File: src/rtl/fetch_pkg.sv
// Shared types for the instruction-fetch front end: FSM states, queue entry, helpers.
// Latency: n/a (types and constants only).
// Backpressure: n/a.
package fetch_pkg;

   localparam int XLEN = 32;
   localparam logic [XLEN-1:0] DEFAULT_RESET_PC = 32'h0000_0000;

   // S_REQ : may issue a request
   // S_WAIT: one request accepted, its response still owed
   // S_DROP: a redirect landed while waiting; the owed response gets thrown away
   typedef enum logic [1:0] {
      S_REQ  = 2'd0,
      S_WAIT = 2'd1,
      S_DROP = 2'd2
   } fetchState_t;

   typedef struct packed {
      logic [XLEN-1:0] instr;
      logic [XLEN-1:0] pc4;
   } fetchEntry_t;

   // Fetch addresses are always word aligned; the low two bits are discarded.
   function automatic logic [XLEN-1:0] wordAlign(input logic [XLEN-1:0] addr);
      return {addr[XLEN-1:2], 2'b00};
   endfunction

endpackage

File: src/rtl/fetch_prefetch_unit_if.sv
// Bundles the instruction-memory, decode and redirect handshakes of the fetch unit.
// Latency: n/a (wires only).
// Backpressure: imem_ack throttles requests, id_ready throttles the decode side.
//
// master : the fetch unit (drives imem_req/imem_addr and the id_* outputs)
// slave  : the surroundings (memory, decode stage, EX redirect source)
interface fetch_prefetch_unit_if;
   import fetch_pkg::*;

   logic            imem_req;
   logic [XLEN-1:0] imem_addr;
   logic            imem_ack;
   logic            imem_rvalid;
   logic [XLEN-1:0] imem_rdata;

   logic            id_valid;
   logic [XLEN-1:0] id_instr;
   logic [XLEN-1:0] id_pc4;
   logic            id_ready;

   logic            redirect;
   logic [XLEN-1:0] redirect_pc;

   modport master (
      output imem_req, imem_addr, id_valid, id_instr, id_pc4,
      input  imem_ack, imem_rvalid, imem_rdata, id_ready, redirect, redirect_pc
   );

   modport slave (
      input  imem_req, imem_addr, id_valid, id_instr, id_pc4,
      output imem_ack, imem_rvalid, imem_rdata, id_ready, redirect, redirect_pc
   );

endinterface

File: src/rtl/fetch_fifo.sv
// Prefetch queue: DEPTH entries of {instr, pc4}, synchronous push/pop plus a flush.
// Latency: a pushed entry is visible at the head the cycle after the push (no bypass).
// Backpressure: push while full and pop while empty are ignored; caller reads count.
//
// Ports: clk, reset (async, active-high); push/pushData in; pop in; clear in
//        (wins over push and pop); headData/count/empty out.
module fetch_fifo
   import fetch_pkg::*;
#(
   parameter int DEPTH = 4
) (
   input  logic                     clk,
   input  logic                     reset,
   input  logic                     push,
   input  fetchEntry_t              pushData,
   input  logic                     pop,
   input  logic                     clear,
   output fetchEntry_t              headData,
   output logic [$clog2(DEPTH):0]   count,
   output logic                     empty
);

   localparam int AW = $clog2(DEPTH);
   localparam logic [AW:0] FULL_CNT = (AW+1)'(DEPTH);
   localparam logic [AW:0] PTR_ONE  = {{AW{1'b0}}, 1'b1};

   fetchEntry_t mem [DEPTH];

   // One extra MSB on each pointer tells full from empty when the indices match.
   logic [AW:0] wrPtr;
   logic [AW:0] rdPtr;
   logic        full;
   logic        pushEn;
   logic        popEn;

   assign count  = wrPtr - rdPtr;
   assign empty  = (wrPtr == rdPtr);
   assign full   = (count == FULL_CNT);
   assign pushEn = push && !full;
   assign popEn  = pop && !empty;

   always_ff @(posedge clk or posedge reset) begin
      if (reset) begin
         wrPtr <= '0;
         rdPtr <= '0;
      end else if (clear) begin
         wrPtr <= '0;
         rdPtr <= '0;
      end else begin
         if (pushEn) wrPtr <= wrPtr + PTR_ONE;
         if (popEn)  rdPtr <= rdPtr + PTR_ONE;
      end
   end

   // Storage is not reset; the head is only meaningful while !empty.
   always_ff @(posedge clk) begin
      if (pushEn && !clear) mem[wrPtr[AW-1:0]] <= pushData;
   end

   assign headData = mem[rdPtr[AW-1:0]];

endmodule

File: src/rtl/fetch_prefetch_unit.sv
// Fetch front end: owns the PC, fetches words from imem, queues {instr, pc+4} for decode.
// Latency: 2 cycles imem_req -> id_valid with same-cycle ack and next-cycle rvalid.
// Backpressure: id_ready low holds the head; fetch stops once queue + outstanding = DEPTH.
//
// Ports: clk, reset (async, active-high); bus (fetch_prefetch_unit_if.master):
//        imem_req/imem_addr/imem_ack/imem_rvalid/imem_rdata toward memory,
//        id_valid/id_instr/id_pc4/id_ready toward decode, redirect/redirect_pc from EX.
module fetch_prefetch_unit
   import fetch_pkg::*;
#(
   parameter int              DEPTH    = 4,
   parameter logic [XLEN-1:0] RESET_PC = DEFAULT_RESET_PC
) (
   input  logic                  clk,
   input  logic                  reset,
   fetch_prefetch_unit_if.master bus
);

   localparam int CW = $clog2(DEPTH) + 1;
   localparam logic [CW-1:0] FULL_CNT = CW'(DEPTH);

   fetchState_t     state;
   fetchState_t     stateNext;
   logic [XLEN-1:0] pc;
   logic [XLEN-1:0] pcNext;

   logic            reqInt;
   logic            push;
   logic            pop;
   logic            hasSpace;
   logic [CW-1:0]   count;
   logic            fifoEmpty;
   fetchEntry_t     head;
   fetchEntry_t     pushEntry;

   // Requests only issue from S_REQ, where nothing is outstanding, so comparing
   // the queue occupancy against DEPTH already accounts for the slot the next
   // response will need.
   assign hasSpace = (count < FULL_CNT);

   // A pop that coincides with a redirect is void: the flush wins.
   assign pop = !fifoEmpty && bus.id_ready && !bus.redirect;

   // pc was already advanced when the request was accepted, so it equals the
   // fetched address + 4 for the whole time the response is owed.
   assign pushEntry = '{instr: bus.imem_rdata, pc4: pc};

   always_ff @(posedge clk or posedge reset) begin
      if (reset) begin
         state <= S_REQ;
         pc    <= wordAlign(RESET_PC);
      end else begin
         state <= stateNext;
         pc    <= pcNext;
      end
   end

   always_comb begin
      stateNext = state;
      pcNext    = pc;
      reqInt    = 1'b0;
      push      = 1'b0;

      unique case (state)
         S_REQ: begin
            // reset is gated in so the request stays low for as long as reset
            // is held, not just from the first clock edge onward.
            reqInt = !reset && !bus.redirect && hasSpace;
            if (bus.redirect) begin
               pcNext = wordAlign(bus.redirect_pc);
            end else if (reqInt && bus.imem_ack) begin
               pcNext    = pc + XLEN'(4);
               stateNext = S_WAIT;
            end
         end

         S_WAIT: begin
            if (bus.imem_rvalid) begin
               // Response arrives: keep it unless EX is redirecting this cycle.
               push      = !bus.redirect;
               stateNext = S_REQ;
               if (bus.redirect) pcNext = wordAlign(bus.redirect_pc);
            end else if (bus.redirect) begin
               // Response still owed but now stale; swallow it when it shows up.
               pcNext    = wordAlign(bus.redirect_pc);
               stateNext = S_DROP;
            end
         end

         S_DROP: begin
            if (bus.redirect) pcNext = wordAlign(bus.redirect_pc);
            if (bus.imem_rvalid) stateNext = S_REQ;
         end

         default: begin
            stateNext = S_REQ;
         end
      endcase
   end

   fetch_fifo #(
      .DEPTH (DEPTH)
   ) uFifo (
      .clk      (clk),
      .reset    (reset),
      .push     (push),
      .pushData (pushEntry),
      .pop      (pop),
      .clear    (bus.redirect),
      .headData (head),
      .count    (count),
      .empty    (fifoEmpty)
   );

   assign bus.imem_req  = reqInt;
   assign bus.imem_addr = pc;

   // Zero the head fields while invalid so decode never latches a stale word.
   assign bus.id_valid  = !fifoEmpty;
   assign bus.id_instr  = fifoEmpty ? '0 : head.instr;
   assign bus.id_pc4    = fifoEmpty ? '0 : head.pc4;

endmodule

File: src/flat_wrapper.sv
// flat-port wrapper written by rule: the top's interface ports become plain ports
module fetch_prefetch_unit_flat import fetch_pkg::*;
#(
   parameter int              DEPTH    = 4,
   parameter logic [XLEN-1:0] RESET_PC = DEFAULT_RESET_PC
)
  (clk, reset, bus_imem_req, bus_imem_addr, bus_id_valid, bus_id_instr, bus_id_pc4, bus_imem_ack, bus_imem_rvalid, bus_imem_rdata, bus_id_ready, bus_redirect, bus_redirect_pc);
  fetch_prefetch_unit_if bus_i ();
  input  logic clk;
  input  logic reset;
  output wire logic [$bits(bus_i.imem_req)-1:0] bus_imem_req;
  output wire logic [$bits(bus_i.imem_addr)-1:0] bus_imem_addr;
  output wire logic [$bits(bus_i.id_valid)-1:0] bus_id_valid;
  output wire logic [$bits(bus_i.id_instr)-1:0] bus_id_instr;
  output wire logic [$bits(bus_i.id_pc4)-1:0] bus_id_pc4;
  input wire logic [$bits(bus_i.imem_ack)-1:0] bus_imem_ack;
  input wire logic [$bits(bus_i.imem_rvalid)-1:0] bus_imem_rvalid;
  input wire logic [$bits(bus_i.imem_rdata)-1:0] bus_imem_rdata;
  input wire logic [$bits(bus_i.id_ready)-1:0] bus_id_ready;
  input wire logic [$bits(bus_i.redirect)-1:0] bus_redirect;
  input wire logic [$bits(bus_i.redirect_pc)-1:0] bus_redirect_pc;
  assign bus_imem_req = bus_i.imem_req;
  assign bus_imem_addr = bus_i.imem_addr;
  assign bus_id_valid = bus_i.id_valid;
  assign bus_id_instr = bus_i.id_instr;
  assign bus_id_pc4 = bus_i.id_pc4;
  assign bus_i.imem_ack = bus_imem_ack;
  assign bus_i.imem_rvalid = bus_imem_rvalid;
  assign bus_i.imem_rdata = bus_imem_rdata;
  assign bus_i.id_ready = bus_id_ready;
  assign bus_i.redirect = bus_redirect;
  assign bus_i.redirect_pc = bus_redirect_pc;
  fetch_prefetch_unit #(.DEPTH(DEPTH), .RESET_PC(RESET_PC)) u_core (.clk(clk), .reset(reset), .bus(bus_i));
endmodule
File: config.mk
export PLATFORM = sky130hd
export DESIGN_NAME = fetch_prefetch_unit_flat
export DESIGN_NICKNAME = d
export VERILOG_FILES = /design/src/rtl/fetch_pkg.sv /design/src/rtl/fetch_prefetch_unit_if.sv /design/src/rtl/fetch_fifo.sv /design/src/rtl/fetch_prefetch_unit.sv /design/src/flat_wrapper.sv
export SDC_FILE = /design/constraint.sdc
export NUM_CORES = 1
export LEC_CHECK = 0
export CAP_MARGIN = 15
export CORE_MARGIN = 5
export CORE_UTILIZATION = 40
export DETAILED_ROUTE_END_ITERATION = 10
export MAX_ROUTING_LAYER = met4
export PLACE_DENSITY = 0.64
export SYNTH_ARGS = -nofsm -noshare
export SYNTH_HDL_FRONTEND = slang
export SYNTH_HIERARCHICAL = 1
export SYNTH_SLANG_ARGS = --single-unit
File: constraint.sdc
create_clock -name clk -period 9.9 [get_ports clk]
set_clock_uncertainty 0.1 [all_clocks]
set_input_delay 0.99 -clock clk [delete_from_list [all_inputs] [get_ports clk]]
set_output_delay 0.99 -clock clk [all_outputs]
set_load 0.02 [all_outputs]
# --- Word-level counts from Yosys, hierarchy flattened ---
# Memories as Yosys holds them, arrays and structs flattened.
# Index checks and enable logic that the tools add are counted.
totals:
  register_bits: 40
  ramBits: 256
  in_bits: 70
  out_inout_bits: 98
  wordCells: 60
  memories: 1
memory_table:
  columns: ["memory", "depth", "width", "rd", "rd_clocked_by_memory_dff", "wr", "line", "text"]
  rows:
  - ["u_core.uFifo.mem", 4, 64, 1, 0, 1, "fetch_fifo.sv:27", "fetchEntry_t mem [DEPTH];"]
classes:
  addsub: 4
  n_lt_le_gt_ge: 1
  eq_ne: 10
  n_mux: 21
  n_reduce_logical: 19
ops:
  columns: ["cell", "count"]
  rows:
  - ["32-bit two-way mux", 5]
  - ["32-bit case mux with 2 select lines", 1]
  - ["32-bit by 3-bit adder with 32-bit output (second input constant)", 1]
  - ["3-bit two-way mux", 4]
  - ["2-bit two-way mux", 5]
  - ["1-bit logical AND", 8]
  - ["3-bit by 1-bit adder with 3-bit output (second input constant)", 2]
  - ["2-bit case mux with 3 select lines", 1]
  - ["2-bit nonzero test", 3]
  - ["1-bit two-way mux", 5]
  - ["1-bit logical NOT", 4]
  - ["2-bit by 1-bit != test with 1-bit output (second input constant)", 2]
  - ["2-bit != test (second input constant)", 2]
  - ["4-bit AND reduction", 1]
  - ["3-bit equality test", 1]
  - ["3-bit equality test (second input constant)", 1]
  - ["3-bit < comparator (second input constant)", 1]
  - ["3-bit by 2-bit != test with 1-bit output (second input constant)", 1]
  - ["3-bit != test (second input constant)", 1]
  - ["3-bit AND reduction", 1]
  - ["3-bit subtractor", 1]
  - ["2-bit by 1-bit equality test with 1-bit output (second input constant)", 1]
  - ["2-bit equality test (second input constant)", 1]
  - ["2-bit logical NOT", 1]
  - ["2-bit OR reduction", 1]

# --- Longest topological paths before layout ---
depth:
  word_depth: 7
  ltp_mapped: 12
  depth_no_buf: 11

# --- Modules after synthesis ---
# Netlist, hierarchy kept.
modules_own_cells:
  columns: ["module", "n_inst", "cells_per_inst", "area_per_inst_um2", "seq_area_each_um2"]
  rows:
  - ["fetch_fifo", 1, 383, 9680.5, 7837.5]
  - ["fetch_prefetch_unit", 1, 337, 2606.2, 800.8]

# --- Least setup slack after synthesis ---
# Ideal clock, no wire load.
synth_path:
  path_type: "flip-flop to flip-flop"
  from: "register u_core.uFifo.rdPtr[1]"
  to: "memory u_core/uFifo/mem[0][0] in the netlist's numbering, enable pin"
  setup_time_ns: 0.578
  arrival_time_ns: 6.472
  t_required_ns: 9.222
  slack_ns: 2.750
  path_stages_with_launch: 8
  path_buffers: 2
  period_less_slack_ns: 7.150
  cell_sequence: "dfrtp_1 buf_2 buf_1 inv_1 fa_1 xor3_2 o21ai_4 nor3b_1"
synth_via:
  elab_chain_cells: 7
synth_lines:
  columns: ["item", "line", "text"]
  rows:
  - ["start: declaration", "fetch_fifo.sv:31", "logic [AW:0] rdPtr;"]
  - ["start signal: assignment", "fetch_fifo.sv:51", "if (popEn) rdPtr <= rdPtr + PTR_ONE;"]
  - ["3-bit subtractor", "fetch_fifo.sv:36", "assign count = wrPtr - rdPtr;"]
  - ["3-bit equality test", "fetch_fifo.sv:38", "assign full = (count == FULL_CNT);"]
  - ["1-bit logical NOT", "fetch_fifo.sv:39", "assign pushEn = push && !full;"]
  - ["1-bit logical AND", "fetch_fifo.sv:39", null]
  - ["1-bit logical AND", "fetch_fifo.sv:57", "if (pushEn && !clear) mem[wrPtr[AW-1:0]] <= pushData;"]
  - ["1-bit two-way mux", "fetch_fifo.sv:57", null]
  - ["1-bit two-way mux (not written as such)", "fetch_fifo.sv:57", null]
  - ["end: declaration", "fetch_fifo.sv:27", null]
# Every way passes these cells.

# --- Worst setup path after layout ---
layout_path:
  from: "register u_core.uFifo.rdPtr[1]"
  to: "output bus_id_pc4[13]"
layout_via:
  elab_chain_cells: 2
  word_cells_on_any_way: 3
  cone_classes: "eq/ne: 1; mux: 1; memory: 1"
layout_lines:
  columns: ["item", "line", "text"]
  rows:
  - ["3-bit equality test", "fetch_fifo.sv:37", "assign empty = (wrPtr == rdPtr);"]
  - ["net u_core.fifoEmpty", "fetch_prefetch_unit.sv:32", "logic fifoEmpty;"]
  - ["32-bit two-way mux", "fetch_prefetch_unit.sv:121", "assign bus.id_pc4 = fifoEmpty ? '0 : head.pc4;"]
  - ["end: declaration", "flat_wrapper.sv:15", "output wire logic [$bits(bus_i.id_pc4)-1:0] bus_id_pc4;"]
# The timed path passes the listed nets, and every way through them passes these cells.

==> results.txt <==
* Pin count of the biggest net entering global routing: 68
* Clk slew on worst S/H paths: 0.06 ns
* Final worst path period share: 52.7%
- Antenna violations before repair: 5
- Number of global-route vias before repair: 7206
- Cells traversed along the worst timing path: inv_1 > ha_1 > nand2_1 > nor2_4 > buf_4 > nor2b_1 > clkdlybuf4s50_1
- TritonCTS clock tree: built
* Fin crit period: 5.21 ns
* Area used by multi-input combinational logic: 3460 um^2
- In this run the vertical extent of the chip is between 150 and 200 um.
- In this run the worst path has a maximum fanout of 67.
* Kind of path behind the tightest hold check: reg -> reg
* Antenna-violating nets left: 0
* Wire length of the first global-routing pass: 42700 um
* H-tree depth: 2
- After the first detailed-routing iteration, the DRC count stood at 344.
- Share of post-route cells with drive strength above 1: 16.4%
* Area Overhead vs Synth: 26.1%
* Sum of negative setup slack: 0 ns
* Number of detailed-routing iterations run before antenna repair: 5
- Power spread over the standard cell area amounts to 237 nW/um^2.
- The final layout contains routed wiring with a total length of 27500 um.
- Filler cells: 2558
- Final non-filler cell total: ~1300
- Hold Vio Cnt, Final: 0
- Measured along the x axis, the die boundary spans 185 um.
- Inserted Clock Buffers: 34
- Input and output buffers added on the ports amount to ~160.
- Number of warnings printed during yosys synthesis: 6
- Buffers from clock root to sink, at most: 3
- After synthesis, the mean cell area works out to approximately 17 um^2.
- Dividing the detail-routed wire length by the instance count gives 20.8 um.
- The critical path is of the reg -> out type.
- After clock tree synthesis, the flow added hold-fix buffers numbering 0.
* Overflow after GRT: 0
- Counting both buffers and inverters, the worst setup path holds a total of 3.
- For this design the static power due to leakage is 5.02 nW.
- Startpoint types: flop
- The worst pin sits at a relative slew slack of 28.6%.
- GPL Wtd Cong: 0.809
- Grouping stages by cell kind, the critical path spends the most delay in buffers and inverters.
* Core utilization of the finished layout: 50.9%
- Count of vias placed by the detailed router: 7002
* Max-cap violations: 0
- The worst setup path is captured at an output port.
* Data required time at the worst endpoint: 8.81 ns
- Outcome: completed
- On the critical path, the stage with the largest delay is an instance of sky130_fd_sc_hd__dfrtp_4.
- The cell area that synthesis handed to floorplanning was 12300 um^2.
* Pins Over Slew Limit: 0
- Upper clock frequency limit: about 190 MHz
* Unrepaired setup endpoints after global routing: no
* Resized Gates After CTS: 0
- Final-stage net count: approximately 1000
- The total area inside the core boundary comes to 30400 um^2.
- Source-to-sink clock delay at the later pin of the worst-skew pair: 0.50 ns
- Across the whole layout, storage elements account for 8650 um^2.
- Signal arrival time at the worst endpoint: 4.12 ns
* Post CTS Setup Buffer Count: 0
* Total Routing Usage GR: approximately 17%
* Post-Syn Instances: 719
- Worst Max-Slew Pin Slew: ~1.1 ns
- Row generation in the floorplan step produced 64 rows.
- # DRC: 0
* Die area: 34300 um^2
- Largest incremental delay on the critical path: about 1.2 ns
- In the routed layout, each cell is associated on average with a via count of 5.29.
* Clock Sink Count: 294
- The cell sitting at the root of the clock tree is a sky130_fd_sc_hd__clkbuf_16.
* Initial standard-cell utilization of the core: 40.4%
- Final Total Pwr: approximately 3.7 mW
* DP HPWL: 16600 um
- Io pins: 168
- Count of endpoints failing setup in the final report: 0
* Placed Instances: 1258
* Worst-case vdd ir drop: 0.138 mV
## final cells by class
type,instances,area share [%]
Multi-Input combinational cell,377,22.3
Inverter,13,0.315
Tap cell,396,3.20
Clock inverter,12,0.638
Timing Repair Buffer,178,11.3
Antenna cell,6,0.0969
Sequential cell,294,55.8
Clock buffer,48,6.37
## stage by stage
stage | setup WS (ns) | hold WS (ns) | instance area [um^2]
floorplan | 2.75 | 0.400 | 12300
global placement | 5.15 | 0.446 | 14400
detailed placement | 5.12 | 0.446 | 14400
CTS | 4.56 | 0.462 | 15500
global route | 4.37 | 0.506 | 15500
finish | 4.69 | 0.463 | 15500
## worst reg2reg max path, delay by kind of cell (launching register included)
family / cells / cell delay [ns]
AOI/OAI and AO/OA: 1 / 0.18
xor gates and xnor gates: 1 / 0.28
adders and majority gates: 1 / 0.46
buffers and inverters: 3 / 0.66
DFF: 1 / 1.15
and+or+nand+nor: 4 / 1.03
## placed cells by master (no fill, tap or decap), types with 5 or more instances in the layout
cell type	n
sky130_fd_sc_hd__nor2b_1	64
sky130_fd_sc_hd__and3_1	6
sky130_fd_sc_hd__conb_1	10
sky130_fd_sc_hd__buf_4	15
sky130_fd_sc_hd__ha_1	13
sky130_fd_sc_hd__edfxtp_1	256
sky130_fd_sc_hd__nand2_1	30
sky130_fd_sc_hd__clkdlybuf4s50_1	163
sky130_fd_sc_hd__diode_2	6
sky130_fd_sc_hd__clkbuf_16	37
sky130_fd_sc_hd__nor2_1	22
sky130_fd_sc_hd__inv_1	13
sky130_fd_sc_hd__o21ai_0	21
sky130_fd_sc_hd__clkbuf_1	9
sky130_fd_sc_hd__a2bb2oi_1	8
sky130_fd_sc_hd__dfrtp_1	36
sky130_fd_sc_hd__nand4_1	12
sky130_fd_sc_hd__clkinv_2	5
sky130_fd_sc_hd__a21oi_1	40
sky130_fd_sc_hd__o22ai_1	13
sky130_fd_sc_hd__mux4_2	64
sky130_fd_sc_hd__nand3_1	17
## worst paths after layout
kind | from | to | slack (ns) | cells past startpoint
hold / removal | u_core/state[1] | u_core/state[1] | 0.46 | 2
hold reg to reg | u_core/state[1] | u_core/state[1] | 0.46 | 2
setup / recovery | u_core/uFifo/rdPtr[1] | bus_id_pc4[13] | 4.69 | 7
max in group asynchronous | reset | u_core/bus.imem_addr[12] | 8.44 | 3
min in group asynchronous | reset | u_core/uFifo/wrPtr[0] | 0.75 | 2
setup reg to reg | u_core/uFifo/rdPtr[1] | u_core/bus.imem_addr[31] | 5.97 | 10
## where the power goes
group	switching [mW]	total [mW]	internal (mW)	leakage (nW)
combinational	0.448	0.798	0.350	1.75
clock	0.472	1.20	0.724	0.525
sequential	0.171	1.68	1.51	2.75
total	1.09	3.67	2.58	5.02
## state kept, by name, summed over array words and instances, names as in the netlist
signal	cells
u_core/bus.imem_addr	30
u_core/state	2
u_core/uFifo/rdPtr	3
u_core/uFifo/wrPtr	3
u_core/uFifo/mem	256
## per-layer routing
metal	wire length (um)	vias up	GRT usage (%)	share of wire (%)
li1	-	3190	-	-
met1	12300	3541	22.6	45
met2	12800	232	25.9	47
met3	1950	39	3.85	7.1
met4	393	0	3.52	1.4
met5	0	-	-	0
Power figures use the tool's default switching activity.
